**src/rtl/uart_pkg.sv**
```systemverilog
// uart_pkg -- shared encodings for the uart_port block.
//   parity_t      : cfg_parity encoding (value 3 is reserved and behaves as none)
//   TX_* / RX_*   : FSM state codes
//   IRQ_*         : bit positions inside cfg_irq_en
//   par_on()      : true when a parity mode actually adds a parity bit
package uart_pkg;

   typedef enum logic [1:0] {
      PAR_NONE = 2'd0,
      PAR_EVEN = 2'd1,
      PAR_ODD  = 2'd2
   } parity_t;

   // TX state encoding
   localparam logic [2:0] TX_IDLE   = 3'd0;
   localparam logic [2:0] TX_START  = 3'd1;
   localparam logic [2:0] TX_DATA   = 3'd2;
   localparam logic [2:0] TX_PARITY = 3'd3;
   localparam logic [2:0] TX_STOP   = 3'd4;

   // RX state encoding; RX_WAIT holds off after a framing error until the line idles high
   localparam logic [2:0] RX_IDLE   = 3'd0;
   localparam logic [2:0] RX_START  = 3'd1;
   localparam logic [2:0] RX_DATA   = 3'd2;
   localparam logic [2:0] RX_PARITY = 3'd3;
   localparam logic [2:0] RX_STOP   = 3'd4;
   localparam logic [2:0] RX_WAIT   = 3'd5;

   localparam int IRQ_RX_NE    = 0;
   localparam int IRQ_TX_EMPTY = 1;
   localparam int IRQ_ERR      = 2;

   function automatic logic par_on(input logic [1:0] mode);
      return (mode == PAR_EVEN) || (mode == PAR_ODD);
   endfunction

endpackage

```
**src/rtl/uart_port_fifo.sv**
```systemverilog
// sync_fifo -- single-clock FIFO with show-ahead read.
//   push/push_data : write when not full, or when full with a same-cycle pop
//   pop/pop_data   : pop_data is the head, valid whenever empty = 0
//   full/empty     : occupancy flags
//   count          : exact occupancy 0..DEPTH
// Pointers are $clog2(DEPTH) bits and wrap naturally (DEPTH is a power of 2).
module sync_fifo #(
   parameter int WIDTH = 8,
   parameter int DEPTH = 16
) (
   input  logic                         clk,
   input  logic                         reset,
   input  logic                         push,
   input  logic [WIDTH-1:0]             push_data,
   input  logic                         pop,
   output logic [WIDTH-1:0]             pop_data,
   output logic                         full,
   output logic                         empty,
   output logic [$clog2(DEPTH+1)-1:0]   count
);
   localparam int AW = $clog2(DEPTH);
   localparam int CW = $clog2(DEPTH+1);

   logic [WIDTH-1:0] mem [DEPTH];
   logic [AW-1:0]    wr_ptr, rd_ptr;
   logic             do_push, do_pop;

   assign do_pop  = pop & ~empty;
   assign do_push = push & (~full | do_pop);

   always_ff @(posedge clk) begin
      if (reset) begin
         wr_ptr <= '0;
         rd_ptr <= '0;
         count  <= '0;
      end else begin
         if (do_push) wr_ptr <= wr_ptr + 1'b1;
         if (do_pop)  rd_ptr <= rd_ptr + 1'b1;
         if (do_push & ~do_pop)      count <= count + 1'b1;
         else if (do_pop & ~do_push) count <= count - 1'b1;
      end
   end

   always_ff @(posedge clk) begin
      if (do_push) mem[wr_ptr] <= push_data;
   end

   assign full     = (count == CW'(DEPTH));
   assign empty    = (count == '0);
   assign pop_data = mem[rd_ptr];

endmodule

```
**src/rtl/uart_port.sv**
```systemverilog
// uart_port -- single-channel UART with TX/RX FIFOs.
//   clk, reset            : single clock, synchronous active-high reset
//   cfg_div               : oversample tick every cfg_div+1 clocks; OVS ticks per bit
//   cfg_parity, cfg_stop2 : frame format (latched at the start of each frame)
//   cfg_irq_en            : [0] RX not empty, [1] TX idle and empty, [2] any sticky error
//   tx_data/valid/ready   : TX push stream
//   rx_data/valid/ready   : RX pop stream, rx_data is the show-ahead FIFO head
//   err_clr, err_*        : sticky error flags and their clear
//   tx_count, rx_count    : FIFO occupancy
//   tx_busy               : TX shifter active
//   irq                   : registered level interrupt
//   tx_pin, rx_pin        : serial line (rx_pin is asynchronous)
module uart_port import uart_pkg::*; #(
   parameter int DATA_BITS  = 8,
   parameter int FIFO_DEPTH = 16,
   parameter int DIV_W      = 16,
   parameter int OVS        = 16
) (
   input  logic                              clk,
   input  logic                              reset,
   input  logic [DIV_W-1:0]                  cfg_div,
   input  logic [1:0]                        cfg_parity,
   input  logic                              cfg_stop2,
   input  logic [2:0]                        cfg_irq_en,
   input  logic [DATA_BITS-1:0]              tx_data,
   input  logic                              tx_valid,
   output logic                              tx_ready,
   output logic [DATA_BITS-1:0]              rx_data,
   output logic                              rx_valid,
   input  logic                              rx_ready,
   input  logic                              err_clr,
   output logic                              err_parity,
   output logic                              err_frame,
   output logic                              err_overrun,
   output logic [$clog2(FIFO_DEPTH+1)-1:0]   tx_count,
   output logic [$clog2(FIFO_DEPTH+1)-1:0]   rx_count,
   output logic                              tx_busy,
   output logic                              irq,
   output logic                              tx_pin,
   input  logic                              rx_pin
);
   localparam int TW = $clog2(OVS);
   localparam int BW = $clog2(DATA_BITS);
   localparam logic [TW-1:0] T_LAST = TW'(OVS-1);
   localparam logic [TW-1:0] T_HALF = TW'(OVS/2-1);
   localparam logic [BW-1:0] B_LAST = BW'(DATA_BITS-1);

   // ---------------- oversample tick ----------------
   logic [DIV_W-1:0] div_cnt;
   logic             tick;

   assign tick = (div_cnt == '0);

   always_ff @(posedge clk) begin
      if (reset)     div_cnt <= '0;
      else if (tick) div_cnt <= cfg_div;
      else           div_cnt <= div_cnt - 1'b1;
   end

   // ---------------- TX ----------------
   logic                 tx_full, tx_empty, tx_pop;
   logic [DATA_BITS-1:0] tx_head, tx_shift;
   logic [2:0]           tx_state;
   logic [TW-1:0]        tx_tcnt;
   logic [BW-1:0]        tx_bit;
   logic                 tx_par_en, tx_par_bit, tx_stop2, tx_stop_n;
   logic                 tx_last, tx_frame_end;

   sync_fifo #(.WIDTH(DATA_BITS), .DEPTH(FIFO_DEPTH)) u_tx_fifo (
      .clk, .reset,
      .push(tx_valid & tx_ready), .push_data(tx_data),
      .pop(tx_pop), .pop_data(tx_head),
      .full(tx_full), .empty(tx_empty), .count(tx_count)
   );

   assign tx_ready     = ~tx_full;
   assign tx_busy      = (tx_state != TX_IDLE);
   assign tx_last      = (tx_tcnt == T_LAST);
   assign tx_frame_end = (tx_state == TX_STOP) & tx_last & (~tx_stop2 | tx_stop_n);
   // Loading straight from the end of STOP keeps back-to-back frames gap-free.
   assign tx_pop       = tick & ~tx_empty & ((tx_state == TX_IDLE) | tx_frame_end);

   always_ff @(posedge clk) begin
      if (reset) begin
         tx_state   <= TX_IDLE;
         tx_pin     <= 1'b1;
         tx_tcnt    <= '0;
         tx_bit     <= '0;
         tx_shift   <= '0;
         tx_par_en  <= 1'b0;
         tx_par_bit <= 1'b0;
         tx_stop2   <= 1'b0;
         tx_stop_n  <= 1'b0;
      end else if (tick) begin
         tx_tcnt <= (tx_state == TX_IDLE || tx_last) ? '0 : tx_tcnt + 1'b1;
         if (tx_pop) begin
            tx_state   <= TX_START;
            tx_pin     <= 1'b0;
            tx_shift   <= tx_head;
            tx_bit     <= '0;
            tx_stop_n  <= 1'b0;
            tx_par_en  <= par_on(cfg_parity);
            tx_par_bit <= (^tx_head) ^ (cfg_parity == PAR_ODD);
            tx_stop2   <= cfg_stop2;
         end else if (tx_last) begin
            case (tx_state)
               TX_IDLE: ;
               TX_START: begin
                  tx_state <= TX_DATA;
                  tx_pin   <= tx_shift[0];
               end
               TX_DATA: begin
                  if (tx_bit == B_LAST) begin
                     tx_state <= tx_par_en ? TX_PARITY : TX_STOP;
                     tx_pin   <= tx_par_en ? tx_par_bit : 1'b1;
                  end else begin
                     tx_bit   <= tx_bit + 1'b1;
                     tx_shift <= tx_shift >> 1;
                     tx_pin   <= tx_shift[1];
                  end
               end
               TX_PARITY: begin
                  tx_state <= TX_STOP;
                  tx_pin   <= 1'b1;
               end
               TX_STOP: begin
                  if (tx_frame_end) tx_state  <= TX_IDLE;
                  else              tx_stop_n <= 1'b1;
                  tx_pin <= 1'b1;
               end
               default: begin
                  tx_state <= TX_IDLE;
                  tx_pin   <= 1'b1;
               end
            endcase
         end
      end
   end

   // ---------------- RX ----------------
   logic                 rx_s1, rx_s2, rx_prev;
   logic [2:0]           rx_state;
   logic [TW-1:0]        rx_tcnt;
   logic [BW-1:0]        rx_bit;
   logic [DATA_BITS-1:0] rx_shift;
   logic                 rx_par_en, rx_odd, rx_par_bit;
   logic                 rx_full, rx_empty, rx_pop, rx_push;
   logic                 rx_stop_ev, rx_par_err;

   always_ff @(posedge clk) begin
      if (reset) begin
         rx_s1   <= 1'b1;
         rx_s2   <= 1'b1;
         rx_prev <= 1'b1;
      end else begin
         rx_s1   <= rx_pin;
         rx_s2   <= rx_s1;
         rx_prev <= rx_s2;
      end
   end

   assign rx_stop_ev = tick & (rx_state == RX_STOP) & (rx_tcnt == T_LAST);
   assign rx_par_err = rx_par_en & (rx_par_bit != ((^rx_shift) ^ rx_odd));
   assign rx_valid   = ~rx_empty;
   assign rx_pop     = rx_valid & rx_ready;
   // A same-cycle pop frees the slot, so a full FIFO only overruns without one.
   assign rx_push    = rx_stop_ev & (~rx_full | rx_pop);

   sync_fifo #(.WIDTH(DATA_BITS), .DEPTH(FIFO_DEPTH)) u_rx_fifo (
      .clk, .reset,
      .push(rx_push), .push_data(rx_shift),
      .pop(rx_pop), .pop_data(rx_data),
      .full(rx_full), .empty(rx_empty), .count(rx_count)
   );

   always_ff @(posedge clk) begin
      if (reset) begin
         rx_state   <= RX_IDLE;
         rx_tcnt    <= '0;
         rx_bit     <= '0;
         rx_shift   <= '0;
         rx_par_en  <= 1'b0;
         rx_odd     <= 1'b0;
         rx_par_bit <= 1'b0;
      end else begin
         case (rx_state)
            RX_IDLE: if (rx_prev & ~rx_s2) begin
               rx_state  <= RX_START;
               rx_tcnt   <= '0;
               rx_par_en <= par_on(cfg_parity);
               rx_odd    <= (cfg_parity == PAR_ODD);
            end
            RX_START: if (tick) begin
               if (rx_tcnt == T_HALF) begin
                  // line back high at mid start bit: treat as a glitch
                  rx_state <= rx_s2 ? RX_IDLE : RX_DATA;
                  rx_tcnt  <= '0;
                  rx_bit   <= '0;
               end else rx_tcnt <= rx_tcnt + 1'b1;
            end
            RX_DATA: if (tick) begin
               if (rx_tcnt == T_LAST) begin
                  rx_tcnt  <= '0;
                  rx_shift <= {rx_s2, rx_shift[DATA_BITS-1:1]};
                  rx_bit   <= rx_bit + 1'b1;
                  if (rx_bit == B_LAST) rx_state <= rx_par_en ? RX_PARITY : RX_STOP;
               end else rx_tcnt <= rx_tcnt + 1'b1;
            end
            RX_PARITY: if (tick) begin
               if (rx_tcnt == T_LAST) begin
                  rx_tcnt    <= '0;
                  rx_par_bit <= rx_s2;
                  rx_state   <= RX_STOP;
               end else rx_tcnt <= rx_tcnt + 1'b1;
            end
            RX_STOP: if (tick) begin
               if (rx_tcnt == T_LAST) begin
                  rx_tcnt  <= '0;
                  rx_state <= rx_s2 ? RX_IDLE : RX_WAIT;
               end else rx_tcnt <= rx_tcnt + 1'b1;
            end
            RX_WAIT: if (rx_s2) rx_state <= RX_IDLE;
            default: rx_state <= RX_IDLE;
         endcase
      end
   end

   // ---------------- sticky errors and irq ----------------
   always_ff @(posedge clk) begin
      if (reset) begin
         err_parity  <= 1'b0;
         err_frame   <= 1'b0;
         err_overrun <= 1'b0;
         irq         <= 1'b0;
      end else begin
         // a set wins over a same-cycle clear
         if (rx_stop_ev & rx_par_err)          err_parity  <= 1'b1;
         else if (err_clr)                     err_parity  <= 1'b0;
         if (rx_stop_ev & ~rx_s2)              err_frame   <= 1'b1;
         else if (err_clr)                     err_frame   <= 1'b0;
         if (rx_stop_ev & rx_full & ~rx_pop)   err_overrun <= 1'b1;
         else if (err_clr)                     err_overrun <= 1'b0;
         irq <= (rx_valid & cfg_irq_en[IRQ_RX_NE])
              | ((tx_count == '0) & ~tx_busy & cfg_irq_en[IRQ_TX_EMPTY])
              | ((err_parity | err_frame | err_overrun) & cfg_irq_en[IRQ_ERR]);
      end
   end

endmodule

```
**config.mk**
```make
export PLATFORM = sky130hd
export DESIGN_NAME = uart_port
export DESIGN_NICKNAME = d
export VERILOG_FILES = /design/src/rtl/uart_pkg.sv /design/src/rtl/uart_port_fifo.sv /design/src/rtl/uart_port.sv
export SDC_FILE = /design/constraint.sdc
export NUM_CORES = 1
export LEC_CHECK = 0
export CAP_MARGIN = 40
export CORE_MARGIN = 1.5
export CORE_UTILIZATION = 60
export DETAILED_ROUTE_END_ITERATION = 6
export GPL_ROUTABILITY_DRIVEN = 0
export PLACE_DENSITY = 0.83
export SETUP_SLACK_MARGIN = 0.2
export SLEW_MARGIN = 20
export SYNTH_ARGS = -nofsm -noshare
export SYNTH_HDL_FRONTEND = slang
export SYNTH_SLANG_ARGS = --single-unit
```
**constraint.sdc**
```tcl
create_clock -name clk -period 4.3 [get_ports clk]
set_input_delay 0.86 -clock clk [delete_from_list [all_inputs] [get_ports clk]]
set_output_delay 0.86 -clock clk [all_outputs]
set_load 0.01 [all_outputs]
```
### After elaboration in Yosys (flattened, before gate mapping)

Memory sizes are Yosys's and may differ from the RTL's. A register that Yosys moved wholly into a read port is not among the register bits.
Cells that the tools add are included.
W data, S select, Z words.

* bitwise operators: 50
* muxes and demuxes: 67
* add/sub/neg operators: 13
* equality and inequality tests: 36
* reduce and logical (&&, ||, !) cells: 32

Operators by type and width (number)
* $mux W3: 26
* $mux W4: 10
* $mux W8: 4
* $and A1 B1 Y1: 27
* $add A4 B1 Y4 const B: 6
* $mux W5: 4
* $ne A2 B2 Y1 const B: 10
* $pmux W3 S6: 1
* $reduce_bool A2 Y1: 9
* $logic_not A16 Y1: 1
* $mux W1: 16
* $mux W16: 1
* $reduce_xor A8 Y1: 2
* $sub A16 B1 Y16 const B: 1
* $eq A3 B3 Y1 const B: 5
* $pmux W3 S5: 1
* $eq A3 B2 Y1 const B: 4
* $not A1 Y1: 12
* $pmux W4 S3: 1
* $reduce_and A4 Y1: 3
* $reduce_and A11 Y1: 1
* $add A5 B1 Y5 const B: 2
* $eq A5 B5 Y1 const B: 2
* $logic_not A5 Y1: 2
* 22 further kinds: 47

* output and inout bits: 26
* memories: 2
* bits in registers: 93
* input port bits: 36
* memory bits (writable): 256

Memories
* u_rx_fifo.mem: words 16, bits a word 8, read ports 1, clocked after memory_dff 1, write ports 1, line uart_port_fifo.sv:24 `logic [WIDTH-1:0] mem [DEPTH];`
* u_tx_fifo.mem: words 16, bits a word 8, read ports 1, clocked after memory_dff 1, write ports 1, line uart_port_fifo.sv:24

### Depth between registers and ports, before layout

Gate-level depths: netlist (run 1).

* depth after elaboration: 12
* depth in mapped cells: 17
* depth with buffers taken out: 16

### Hierarchy

From an unflattened synthesis (run 1), not the netlist that was laid out.

* cells, all modules: 1020
* area, all modules: 14976.9 µm²

Modules (own cells, without submodules)
* sync_fifo: cells an instance 312, sequential area each 4184.0 µm², area an instance 5794.3 µm², instances 2
* uart_port: cells an instance 396, sequential area each 1341.3 µm², area an instance 3388.2 µm², instances 1

### Least setup slack after synthesis (run 1)

Ideal clock, no wire load.

* path type: register -> register
* from: reg div_cnt[6]
* to: reg u_tx_fifo.count[4]
* clock period less this slack: 3.597 ns
* path buffers: 1
* arrival time: 3.526 ns
* setup time: 0.071 ns
* required time: 4.229 ns
* setup slack: 0.703 ns
* stages on the path, launching flop included: 15
* path through: dfxtp_1 -> or4_4 -> nor4_2 -> nand2_1 -> nor4_1 -> inv_1 -> buf_2 -> ha_1 -> inv_1 -> ha_1 -> a21o_1 -> a21oi_1 -> xnor2_1 -> or3_1 -> a21oi_1

* word-level cells in the longest chain between the ends: 9
* elaborated cells between the ends (all ways): 12
* those cells by class: 1 x mux; 9 x bitwise; 2 x reduce/logical

RTL lines
* start: declaration: line uart_port.sv:49 `logic [DIV_W-1:0] div_cnt;`
* start signal: assignment: line uart_port.sv:56 `else if (tick) div_cnt <= cfg_div;`
* start signal: assignment: line uart_port.sv:57 `else div_cnt <= div_cnt - 1'b1;`
* $logic_not A16 Y1 (*): line uart_port.sv:52 `assign tick = (div_cnt == '0);`
* $and A1 B1 Y1 (*) (2 in series): line uart_port.sv:81 `assign tx_pop = tick & ~tx_empty & ((tx_state == TX_IDLE) | tx_frame_end);`
* $and A1 B1 Y1 (*): line uart_port_fifo.sv:28 `assign do_pop = pop & ~empty;`
* $or A1 B1 Y1: line uart_port_fifo.sv:29 `assign do_push = push & (~full | do_pop);`
* $and A1 B1 Y1: line uart_port_fifo.sv:29
* $not A1 Y1: line uart_port_fifo.sv:40 `else if (do_pop & ~do_push) count <= count - 1'b1;`
* $and A1 B1 Y1: line uart_port_fifo.sv:40
* $reduce_bool A2 Y1 (no line)
* end signal: assignment: line uart_port_fifo.sv:39 `if (do_push & ~do_pop) count <= count + 1'b1;`
* end signal: assignment: line uart_port_fifo.sv:40
* end: declaration: line uart_port_fifo.sv:19 `output logic [$clog2(DEPTH+1)-1:0] count`

Mark *: on every way between the ends. The rest lies on a longest branch, timed or not.
A chain may end at the register's enable or synchronous reset.

### Worst setup path in the final report (run 1)

* from: reg div_cnt[5]
* to: reg u_tx_fifo.count[4]

Same word-level chain as after synthesis.

==> summary.txt, run 1 <==
Route
  • First-iteration detailed-routing DRC count: approximately 800
  • Routed Antenna Nets: 0
  • DR DRC count: 0
  • WL final: a little over 30 mm
  • Vias per cell: ~6
  • Via Count: ~8500
  • Pre-Repair DR Iteration Count: 5
  • Avg WL per Cell: ~22 um

Floorplanning
  • IO Pins: 62
  • Die span in y: 160 um
  • DIE WIDTH: 160 um
  • Row cnt: 57
  • Core Region: about 24000 um^2
  • Initial Util: 0.611
  • Die Area: around 26000 um^2

Final layout
  • Layout cell share with drive strength beyond 1: 0.165
  • Fin nets: between 1000 and 1500
  • Commonest non-fill, non-tap cells in the layout: edfxtp_1 (256), nor2_1 (112), dfxtp_1 (99), mux4_2 (76), clkdlybuf4s50_1 (60)
  • N_diodes: 0
  • Area grow syn2layout: 14.8%
  • Most common cell after layout, fill and taps aside: edfxtp_1
  • Fillers: between 1500 and 2000

Yosys
  • Syn nets: about 1100
  • Unique masters post-synth: 60
  • Top FF cell, synth: edfxtp_1
  • Mean Syn Cell Area: 15.0 um^2
  • Seq/Total Area, Yosys: 0.653
  • Gate count of the mapped netlist: 989
  • Yosys warnings: 0
  • Fraction of registers with async set/reset: 0
  • Post-synth EDFFs: about 260
  • Synth Cell Area: between 10000 and 15000 um^2
  • Seq cells post-synth: ~360

STA
  • Minimum clock period: 3.79 ns
  • Final period util: 0.882
  • Final worst slack: 0.508 ns
  • Final setup violation count: 0
  • Setup_tns: 0 ns
  • Final Hold Viols: 0
  • Max_slew headroom: 0.440
  • Clock Skews: between 0.02 and 0.025 ns
  • RSZ-0062 raised after global routing: false
  • Highest clock rate: roughly 260 MHz
  • Hold WS: around 0.4 ns
  • Slew Viols, Final: 0
  • Slew @ Worst Pin: ~0.84 ns

Critical path
  • CP max FO: 16
  • Worst path required time: 4.74 ns
  • Critical Path Source Type: flop
  • Nature of the critical path endpoint: flop
  • Critical Path AT: around 4.2 ns
  • CP Class: flop to flop

Run status
  • Status: finished clean

Clocking
  • Deepest clock path buffer count: 3
  • Clk sinks: approximately 360
  • CTS Buf Count: 37
  • Clock latency on the worst-skew pair: 0.52 ns
  • Clk slew on worst S/H paths: roughly 0.06 ns
  • H-tree level count: 2
  • # hold bufs at CTS: 0
  • CTS tree: done
  • Clk Tree Root Cell: clkbuf_16

Global routing
  • Number of global-route vias before repair: around 8600
  • First-pass GRT wire length: 47.2 mm
  • Total congestion overflow: 0
  • Largest net degree at the start of global routing: between 60 and 70
  • GRT Overall Usage: 0.241
  • Antenna violations before repair: 0

Placement
  • Post-DP HPWL: roughly 19 mm
  • Dpl ws: around 0.28 ns
  • PortBufs: just over 60

Min path
  • Worst hold path class: flop to flop

Pwr
  • PwrDens: about 550 nW/um^2
  • Static leakage: ~5.7 nW
  • Worst vdd ir: a little under 0.0006 V

Job
  • MaxCap Viol Count: 0
==> worst max-delay path, stage by stage (launching register included) <==
cell and delay, ns:
dfxtp_1 0.33, or4_4 0.56, nor4_4 0.35, nand2_1 0.26
nor4_2 0.43, inv_2 0.20, ha_1 0.27, inv_1 0.13
ha_1 0.28, a21o_1 0.18, a21oi_1 0.19, xnor2_1 0.10
or3_1 0.31, a21oi_1 0.14
==> flip-flops by register name (all words and copies together) (netlist names), 4 cells and up, named ones only <==
| signal | count |
|---|---|
| rx_shift | 8 |
| tx_tcnt | 4 |
| u_rx_fifo.mem | 128 |
| u_tx_fifo.wr_ptr | 4 |
| u_rx_fifo.rd_ptr | 4 |
| rx_tcnt | 4 |
| u_tx_fifo.count | 5 |
| u_tx_fifo.rd_ptr | 4 |
| div_cnt | 16 |
| tx_shift | 8 |
| u_rx_fifo.count | 5 |
| u_tx_fifo.mem | 128 |
| u_rx_fifo.wr_ptr | 4 |
==> power breakdown <==
group,internal [mW],switching (mW)
registers,3.86,0.195
logic,1.11,1.08
clock network,1.82,1.27
==> synthesized netlist by cell type (all sizes together), types with 2 or more instances <==
library cell	count	area [um^2]
a22oi	7	52.6
and2	11	68.8
nand3	17	85.1
or2	9	56.3
ha	26	325
inv	22	82.6
nor3b	4	30.0
nand2	47	176
a211oi	18	150
mux2i	24	240
mux4	76	1710
a2111oi	2	17.5
xnor3	3	67.6
edfxtp	256	7690
nor2b	6	37.5
or3	10	62.6
fa	2	40.0
or4	6	48.8
o211ai	2	15.0
nand2b	7	43.8
or3b	2	17.5
xnor2	26	228
nor4	6	58.8
o21ai	15	75.1
nand4	8	50.1
a31oi	4	25.0
a21oi	31	155
dfxtp	101	2020
a21o	5	37.5
nor3	27	163
clkbuf	32	120
nor2	112	420
xor2	18	158
buf	19	111
and3	10	62.6
nand3b	4	30.0
o2111ai	2	17.5
==> logic make-up after synthesis <==
logic type,Yosys count,synth area share
fa+ha+maj,28,0.0246
compound gates,94,0.0418
xor+xnor,47,0.0305
flops,357,0.653
mux,101,0.132
buf+inv,73,0.0211
simple gates,289,0.0967
==> area by class of cell <==
type,count,area (um^2),share of cell area
clock buffers,51,1040,0.0609
inverters,22,82.6,0.00484
flip-flops and latches,357,9710,0.569
clock inverters,15,141,0.00829
well taps,324,405,0.0238
multi-input cells,559,4850,0.285
repair buffers,85,825,0.0483
==> metal layers <==
metal / global-route usage / vias up / wire [um]
met4: 0.0709 / 0 / 653
met3: 0.0382 / 61 / 1860
met1: 0.322 / 4262 / 12300
met5: 0 / - / 0
met2: 0.411 / 318 / 15500
li1: - / 3907 / -
==> stage by stage <==
stage	total power [mW]	utilization	instance area [um^2]	cells
2_1_floorplan	5.65	-	14900	989
3_3_place_gp	6.20	0.649	15800	1340
3_5_place_dp	6.28	0.651	15800	1343
4_1_cts	9.38	0.700	17000	1409
5_1_grt	9.72	0.701	17100	1413
6_report	9.34	0.701	17100	1413
==> path summary, 6_finish.rpt <==
path | endpoint | cells after the start | from | slack [ns]
hold reg to reg | rx_s2 | 1 | rx_s1 | 0.41
setup reg to reg | u_tx_fifo.count[4] | 13 | div_cnt[5] | 0.51
hold / removal | rx_s2 | 1 | rx_s1 | 0.41
setup / recovery | u_tx_fifo.count[4] | 13 | div_cnt[5] | 0.51
==> timing repair <==
action / CTS / global route
hold endpoints to repair: 0 / 0
endpoints found under the setup margin: 0 / 3
buffers inserted: 0 / 0
gates resized for setup: 0 / 2
Power figures use the tool's default switching activity.
==> run 2: changes to the inputs <==
==> constraint.sdc (replaced) <==
create_clock -name clk -period 4.3 [get_ports clk]
set_input_delay 0.86 -clock clk [delete_from_list [all_inputs] [get_ports clk]]
set_output_delay 0.86 -clock clk [all_outputs]
set_load 0.005 [all_outputs]
==> run 2 against run 1 <==
Non-clock buffer count increased by 4; critical path depth shrank 9; sequential power hardly changed; combinational power shrank 3%; highest routed layer unchanged; sequential cell count unchanged; total power decreased by 0.62%; fmax fell by 3.5%; worst setup slack lost 0.14 ns; first-iteration DRC count grew 16%; routed wire length increased by 3.0%.
==> summary.txt, run 2 (same netlist as run 1, synthesis figures left out) <==
Floorplanning
  • Initial Util: 0.611 (unchanged)
  • Core Region: 24300 um^2 (unchanged)
  • DIE WIDTH: 160 um (unchanged)
  • Row cnt: 57 (unchanged)
  • Die Area: 25700 um^2 (unchanged)
  • IO Pins: 62 (unchanged)
  • Die span in y: 160 um (unchanged)

Placement
  • Post-place instance area: 15800 um^2 (about the same)
  • Post-DP HPWL: 19.3 mm (was 19.2 mm)
  • PortBufs: 61 (unchanged)
  • Dpl ws: 0.577 ns (was 0.280 ns)
  • Placed instance count: 1344 (was 1343)

STA
  • Final setup violation count: 0 (unchanged)
  • Slew @ Worst Pin: 0.819 ns (was 0.837 ns)
  • Final Hold Viols: 0 (unchanged)
  • Hold WS: 0.416 ns (was 0.412 ns)
  • Final period util: 0.913 (was 0.882)
  • Max_slew headroom: 0.452 (was 0.440)
  • Setup_tns: 0 ns (unchanged)
  • Minimum clock period: 3.93 ns (was 3.79 ns)
  • Highest clock rate: 255 MHz (was 264 MHz)
  • Clock Skews: 0.0284 ns (was 0.0219 ns)
  • Final worst slack: 0.372 ns (was 0.508 ns)
  • RSZ-0062 raised after global routing: false (unchanged)
  • Slew Viols, Final: 0 (unchanged)

Route
  • Vias per cell: 6.15 (was 6.05)
  • Avg WL per Cell: 22.1 um (was 21.5 um)
  • First-iteration detailed-routing DRC count: 924 (was 795)
  • Pre-Repair DR Iteration Count: 5 (unchanged)
  • DR DRC count: 0 (unchanged)
  • WL final: 31.3 mm (was 30.4 mm)
  • Routed Antenna Nets: 0 (unchanged)
  • Via Count: 8730 (was 8548)

Final layout
  • Most common cell after layout, fill and taps aside: edfxtp_1 (unchanged)
  • Area grow syn2layout: 14.9% (was 14.8%)
  • Fin nets: 1131 (was 1126)
  • Layout cell share with drive strength beyond 1: 0.165 (about the same)
  • Fillers: 1530 (was 1547)
  • Core Util, Final: 0.702 (was 0.701)
  • N_diodes: 0 (unchanged)
  • Commonest non-fill, non-tap cells in the layout: edfxtp_1 (256), nor2_1 (112), dfxtp_1 (99), mux4_2 (76), clkdlybuf4s50_1 (60) (unchanged)
  • Design Area, Final: 17100 um^2 (about the same)
  • Fin cells: 1419 (was 1413)
  • Largest registers in the final layout: u_rx_fifo.mem x128, u_tx_fifo.mem x128, div_cnt x16 (unchanged)

Clocking
  • CTS Buf Count: 38 (was 37)
  • CTS tree: done (unchanged)
  • Deepest clock path buffer count: 3 (unchanged)
  • Clk Tree Root Cell: clkbuf_16 (unchanged)
  • Clock latency on the worst-skew pair: 0.53 ns (was 0.52 ns)
  • H-tree level count: 2 (unchanged)
  • Clk slew on worst S/H paths: 0.06 ns (about the same)
  • Post-CTS sizing: 0 (unchanged)
  • Clk sinks: 357 (unchanged)
  • Postcts setup bufs: 0 (unchanged)
  • # hold bufs at CTS: 0 (unchanged)

Global routing
  • Largest net degree at the start of global routing: 65 (was 68)
  • First-pass GRT wire length: 48.6 mm (was 47.2 mm)
  • Number of global-route vias before repair: 8793 (was 8582)
  • Total congestion overflow: 0 (unchanged)
  • Antenna violations before repair: 0 (unchanged)
  • GRT Overall Usage: 0.249 (was 0.241)

Critical path
  • CP Cell Sequence: buf_4 > mux4_2 > mux4_2 > clkdlybuf4s50_1 (was or4_4 > nor4_4 > nand2_1 > nor4_2 > inv_2 > ha_1 > inv_1 > ha_1 > a21o_1 > a21oi_1 > xnor2_1 > or3_1 > a21oi_1)
  • R2R depth: 14 (was 13)
  • Most frequent CP cell: mux4_2
  • CP endpoint: rx_data[5] (was u_tx_fifo.count[4])
  • Number of cells on the critical path: 4 (was 13)
  • Max stage delay cell, worst path: dfxtp_2 (was or4_4)
  • Nature of the critical path endpoint: output pin (was flop)
  • CP Class: flop to output pin (was flop to flop)
  • Cell family with most CP delay: multiplexers (was simple AND/OR/NAND/NOR gates)
  • Slowest stage delay, CP: 0.64 ns (was 0.56 ns)
  • R2R Setup Slk: 0.50 ns (was 0.51 ns)
  • Worst r2r src: div_cnt[6] (was div_cnt[5])
  • Critical Path AT: 3.07 ns (was 4.23 ns)
  • CP max FO: 13 (was 16)
  • CP bufs+invs: 2 (unchanged)
  • Critical Path Source Type: flop (unchanged)
  • Worst path required time: 3.44 ns (was 4.74 ns)
  • RR Endpoint: u_tx_fifo.count[4] (unchanged)

Pwr
  • PwrDens: 543 nW/um^2 (was 547 nW/um^2)
  • Worst vdd ir: 0.000448 V (was 0.000589 V)
  • Static leakage: 5.77 nW (was 5.75 nW)
  • Power, Total: 9.28 mW (was 9.34 mW)

Run status
  • Status: finished clean (unchanged)

Job
  • MaxCap Viol Count: 0 (unchanged)

Min path
  • Worst hold path class: flop to flop (unchanged)
-- run 2: cell types whose count changed in the layout (fill, tap and decap cells not counted), sizes merged --
cell,previous run,this run
clkinv,8,14
clkdlybuf4s15,1,0
buf,24,29
inv,25,22
bufinv,2,1
-- run 2: worst min-delay path by stage --
stage / from / to / slack [ns] / depth (start not counted)
2_1_floorplan: rx_s1 / rx_s2 / 0.39 / 1
3_3_place_gp: rx_s1 / rx_s2 / 0.40 / 1
3_5_place_dp: rx_s1 / rx_s2 / 0.40 / 1
4_1_cts: rx_s1 / rx_s2 / 0.42 / 1
5_1_grt: rx_s1 / rx_s2 / 0.44 / 1
6_report: rx_s1 / rx_s2 / 0.42 / 1
-- run 2: cell type report --
cell class	count	area, um^2	area share
Clock buffer	51	1060	0.0621
Sequential cell	357	9710	0.569
Tap cell	324	405	0.0237
Multi-Input combinational cell	559	4840	0.284
Timing Repair Buffer	89	838	0.0491
Inverter	22	82.6	0.00484
Clock inverter	17	130	0.00762
-- run 2: layer usage --
metal  GRT usage  vias to the layer above  routed length [um]
met2       0.429                      348               16100
li1            -                     3921                   -
met5           0                        -                   0
met3      0.0418                       75                1920
met1       0.321                     4386               12500
met4      0.0896                        0                 852
-- run 2: power by group --
group	total, mW	leakage [nW]	internal (mW)	switching, mW
registers	4.08	3.16	3.86	0.225
logic	2.12	2.03	1.11	1.01
clock network	3.08	0.578	1.80	1.28
==> run 3: changes to the inputs <==
ABC_AREA = 1   (was default)
TNS_END_PERCENT = 5   (was default)
clock period = 4.1 ns   (was 4.3 ns; I/O delays follow)
==> run 3 against run 2 <==
Critical path depth up 2; area after synthesis increased by 5.7%; routed wire length up 9.7%; register-to-register slack better by 0.06 ns; cell count up 39%; critical path type unchanged; critical endpoint is now rx_data[3]; highest routed layer unchanged.
==> summary.txt, run 3 <==
Run status
  • Status: finished clean (unchanged)

Clocking
  • Clk Tree Root Cell: clkbuf_16 (unchanged)
  • Clock latency on the worst-skew pair: 0.53 ns (about the same)
  • Postcts setup bufs: 0 (unchanged)
  • Clk slew on worst S/H paths: 0.06 ns (about the same)
  • Deepest clock path buffer count: 3 (unchanged)
  • Post-CTS sizing: 0 (unchanged)
  • Clk sinks: 357 (unchanged)
  • CTS tree: done (unchanged)
  • H-tree level count: 2 (unchanged)
  • # hold bufs at CTS: 0 (unchanged)
  • CTS Buf Count: 36 (was 38)

Yosys
  • Yosys warnings: 0 (unchanged)
  • Synth cell count leaders: nand2_1 (304), edfxtp_1 (256), inv_1 (190) (was edfxtp_1 (256), nor2_1 (112), dfxtp_1 (101))
  • Top FF cell, synth: edfxtp_1 (unchanged)
  • Synth Cell Area: 15700 um^2 (was 14900 um^2)
  • Fraction of registers with async set/reset: 0 (unchanged)
  • Gate count of the mapped netlist: 1561 (was 989)
  • Top cell type's share of synthesized area: 0.489 (was 0.517)
  • Seq cells post-synth: 357 (unchanged)
  • Unique masters post-synth: 48 (was 60)
  • Seq/Total Area, Yosys: 0.618 (was 0.653)
  • Top-count cell post-synth: nand2_1 (was edfxtp_1)
  • Post-synth top area cell: edfxtp_1 (unchanged)
  • Area contributors post-synth: edfxtp_1 (49%), dfxtp_1 (13%), nand2_1 (7.3%) (was edfxtp_1 (52%), dfxtp_1 (14%), mux4_2 (12%))
  • Syn nets: 1625 (was 1053)
  • Mean Syn Cell Area: 10.1 um^2 (was 15.0 um^2)
  • Post-synth EDFFs: 256 (unchanged)

Pwr
  • Worst vdd ir: 0.000451 V (was 0.000448 V)
  • Combinational share of power: 0.291 (was 0.228)
  • Switching pwr: 3.51 mW (was 2.52 mW)
  • P_int: 6.93 mW (was 6.76 mW)
  • Power share of the sequential group: 0.413 (was 0.440)
  • PwrDens: 589 nW/um^2 (was 543 nW/um^2)
  • Clk pwr share: 0.296 (was 0.332)
  • Static leakage: 6.80 nW (was 5.77 nW)
  • Power, Total: 10.4 mW (was 9.28 mW)
  • Switching Share: 0.336 (was 0.272)

Final layout
  • Seq. cell area: 9710 um^2 (about the same)
  • Layout cell share with drive strength beyond 1: 0.0645 (was 0.165)
  • Design Area, Final: 17700 um^2 (was 17100 um^2)
  • Fillers: 1817 (was 1530)
  • Commonest non-fill, non-tap cells in the layout: nand2_1 (304), edfxtp_1 (256), inv_1 (190), nor2_1 (111) (was edfxtp_1 (256), nor2_1 (112), dfxtp_1 (99), mux4_2 (76), clkdlybuf4s50_1 (60))
  • Most common cell after layout, fill and taps aside: nand2_1 (was edfxtp_1)
  • Fin cells: 1979 (was 1419)
  • Largest registers in the final layout: u_rx_fifo.mem x128, u_tx_fifo.mem x128, div_cnt x16 (unchanged)
  • Multi-input logic area: 4960 um^2 (was 4840 um^2)
  • Fin nets: 1683 (was 1131)
  • Area grow syn2layout: 12.9% (was 14.9%)
  • N_diodes: 0 (unchanged)

Route
  • WL final: 34.3 mm (was 31.3 mm)
  • First-iteration detailed-routing DRC count: 1244 (was 924)
  • Met2 wire length: 16.9 mm (was 16.1 mm)
  • Met3 wire len: 2.46 mm (was 1.92 mm)
  • WL met1: 14.0 mm (was 12.5 mm)
  • Pre-Repair DR Iteration Count: 5 (unchanged)
  • Routed Antenna Nets: 0 (unchanged)
  • Avg WL per Cell: 17.4 um (was 22.1 um)
  • DR DRC count: 0 (unchanged)
  • Top layer in use: met4 (unchanged)
  • Via Count: 11374 (was 8730)
  • Vias per cell: 5.75 (was 6.15)

Critical path
  • Critical Path AT: 2.75 ns (was 3.07 ns)
  • Slowest stage delay, CP: 0.72 ns (was 0.64 ns)
  • CP Class: flop to output pin (unchanged)
  • Max stage delay cell, worst path: dfxtp_4 (was dfxtp_2)
  • Nature of the critical path endpoint: output pin (unchanged)
  • Worst path required time: 3.28 ns (was 3.44 ns)
  • CP Cell Sequence: buf_4 > mux2i_1 > o21ai_0 > o211ai_1 > nand2_1 > clkdlybuf4s50_1 (was buf_4 > mux4_2 > mux4_2 > clkdlybuf4s50_1)
  • Critical Path Source Type: flop (unchanged)
  • CP max FO: 50 (was 13)

Job
  • MaxCap Viol Count: 0 (unchanged)

STA
  • Final worst slack: 0.533 ns (was 0.372 ns)
  • Minimum clock period: 3.57 ns
  • Highest clock rate: roughly 280 MHz
  • Setup_tns: 0 ns (unchanged)
  • RSZ-0062 raised after global routing: false (unchanged)
  • Slew @ Worst Pin: 0.827 ns (was 0.819 ns)
  • Final setup violation count: 0 (unchanged)
  • Max_slew headroom: 0.448 (was 0.452)
  • Final period util: 0.870
  • Clock Skews: 0.0356 ns (was 0.0284 ns)
  • Final Hold Viols: 0 (unchanged)
  • Slew Viols, Final: 0 (unchanged)

Floorplanning
  • Die span in y: 165 um (was 160 um)
  • Row cnt: 59 (was 57)
  • IO Pins: 62 (unchanged)
  • DIE WIDTH: 165 um (was 160 um)
  • Core Region: 25800 um^2 (was 24300 um^2)
  • Die Area: 27200 um^2 (was 25700 um^2)
  • Initial Util: 0.608 (was 0.611)

Global routing
  • GRT Overall Usage: 0.257 (was 0.249)
  • Antenna violations before repair: 0 (unchanged)
  • Total congestion overflow: 0 (unchanged)
  • Largest net degree at the start of global routing: 70 (was 65)
  • Number of global-route vias before repair: 10891 (was 8793)
  • First-pass GRT wire length: 54.4 mm (was 48.6 mm)

Min path
  • Worst hold path class: flop to flop (unchanged)

Placement
  • PortBufs: 61 (unchanged)
  • Post-place instance area: 16600 um^2 (was 15800 um^2)
  • Dpl ws: 0.602 ns (was 0.577 ns)
  • Post-DP HPWL: 21.4 mm (was 19.3 mm)
  • Placed instance count: 1909 (was 1344)
run 3: logic make-up (layout without fill, tap and decap cells):
family / after synthesis / in the layout / synth area share
compound gates: 286 / 286 / 0.102
xor+xnor: 24 / 24 / 0.0134
fa+ha+maj: 28 / 28 / 0.0233
buf+inv: 261 / 344 / 0.0657
flops: 357 / 357 / 0.618
mux: 32 / 32 / 0.0204
simple gates: 573 / 573 / 0.157
run 3: power groups by stage:
stage	logic, mW	registers [mW]	clock network (mW)
after detailed placement	2.96	4.38	0
final	3.04	4.32	3.09
after global routing	3.42	4.34	3.27
after global placement	2.83	4.37	0
after floorplan	2.22	4.28	0
after CTS	3.00	4.31	3.12
run 3: critical path, delay by kind of cell (launching register included):
kind,cells,cell delay [ns]
compound gates,2,0.43
flops,1,0.72
mux,1,0.11
buf+inv,2,0.86
simple gates,1,0.08
run 3: worst paths after layout:
kind	start	to	slack, ns	cells after the start
max	flop	rx_data[3]	0.53	6
min	div_cnt[0]	div_cnt[0]	0.44	1
max reg2reg	div_cnt[0]	u_rx_fifo.count[4]	0.56	24
min reg2reg	div_cnt[0]	div_cnt[0]	0.44	1
run 3: final cells by class:
type / count / share of cell area
Clock inverter: 18 / 0.00719
Inverter: 201 / 0.0425
Timing Repair Buffer: 80 / 0.0442
Tap cell: 335 / 0.0236
Sequential cell: 357 / 0.548
Clock buffer: 45 / 0.0550
Multi-Input combinational cell: 943 / 0.280
run 3: metrics by stage:
step           hold slack [ns]   util
3_5_place_dp             0.438  0.642
3_3_place_gp             0.417  0.640
5_1_grt                  0.452  0.687
4_1_cts                  0.444  0.685
2_1_floorplan            0.389      -
6_report                 0.436  0.687
run 3: per-layer routing:
metal,up-vias,GRT usage
met3,74,0.0362
li1,5411,-
met5,-,0
met1,5397,0.340
met2,492,0.433
met4,0,0.0962
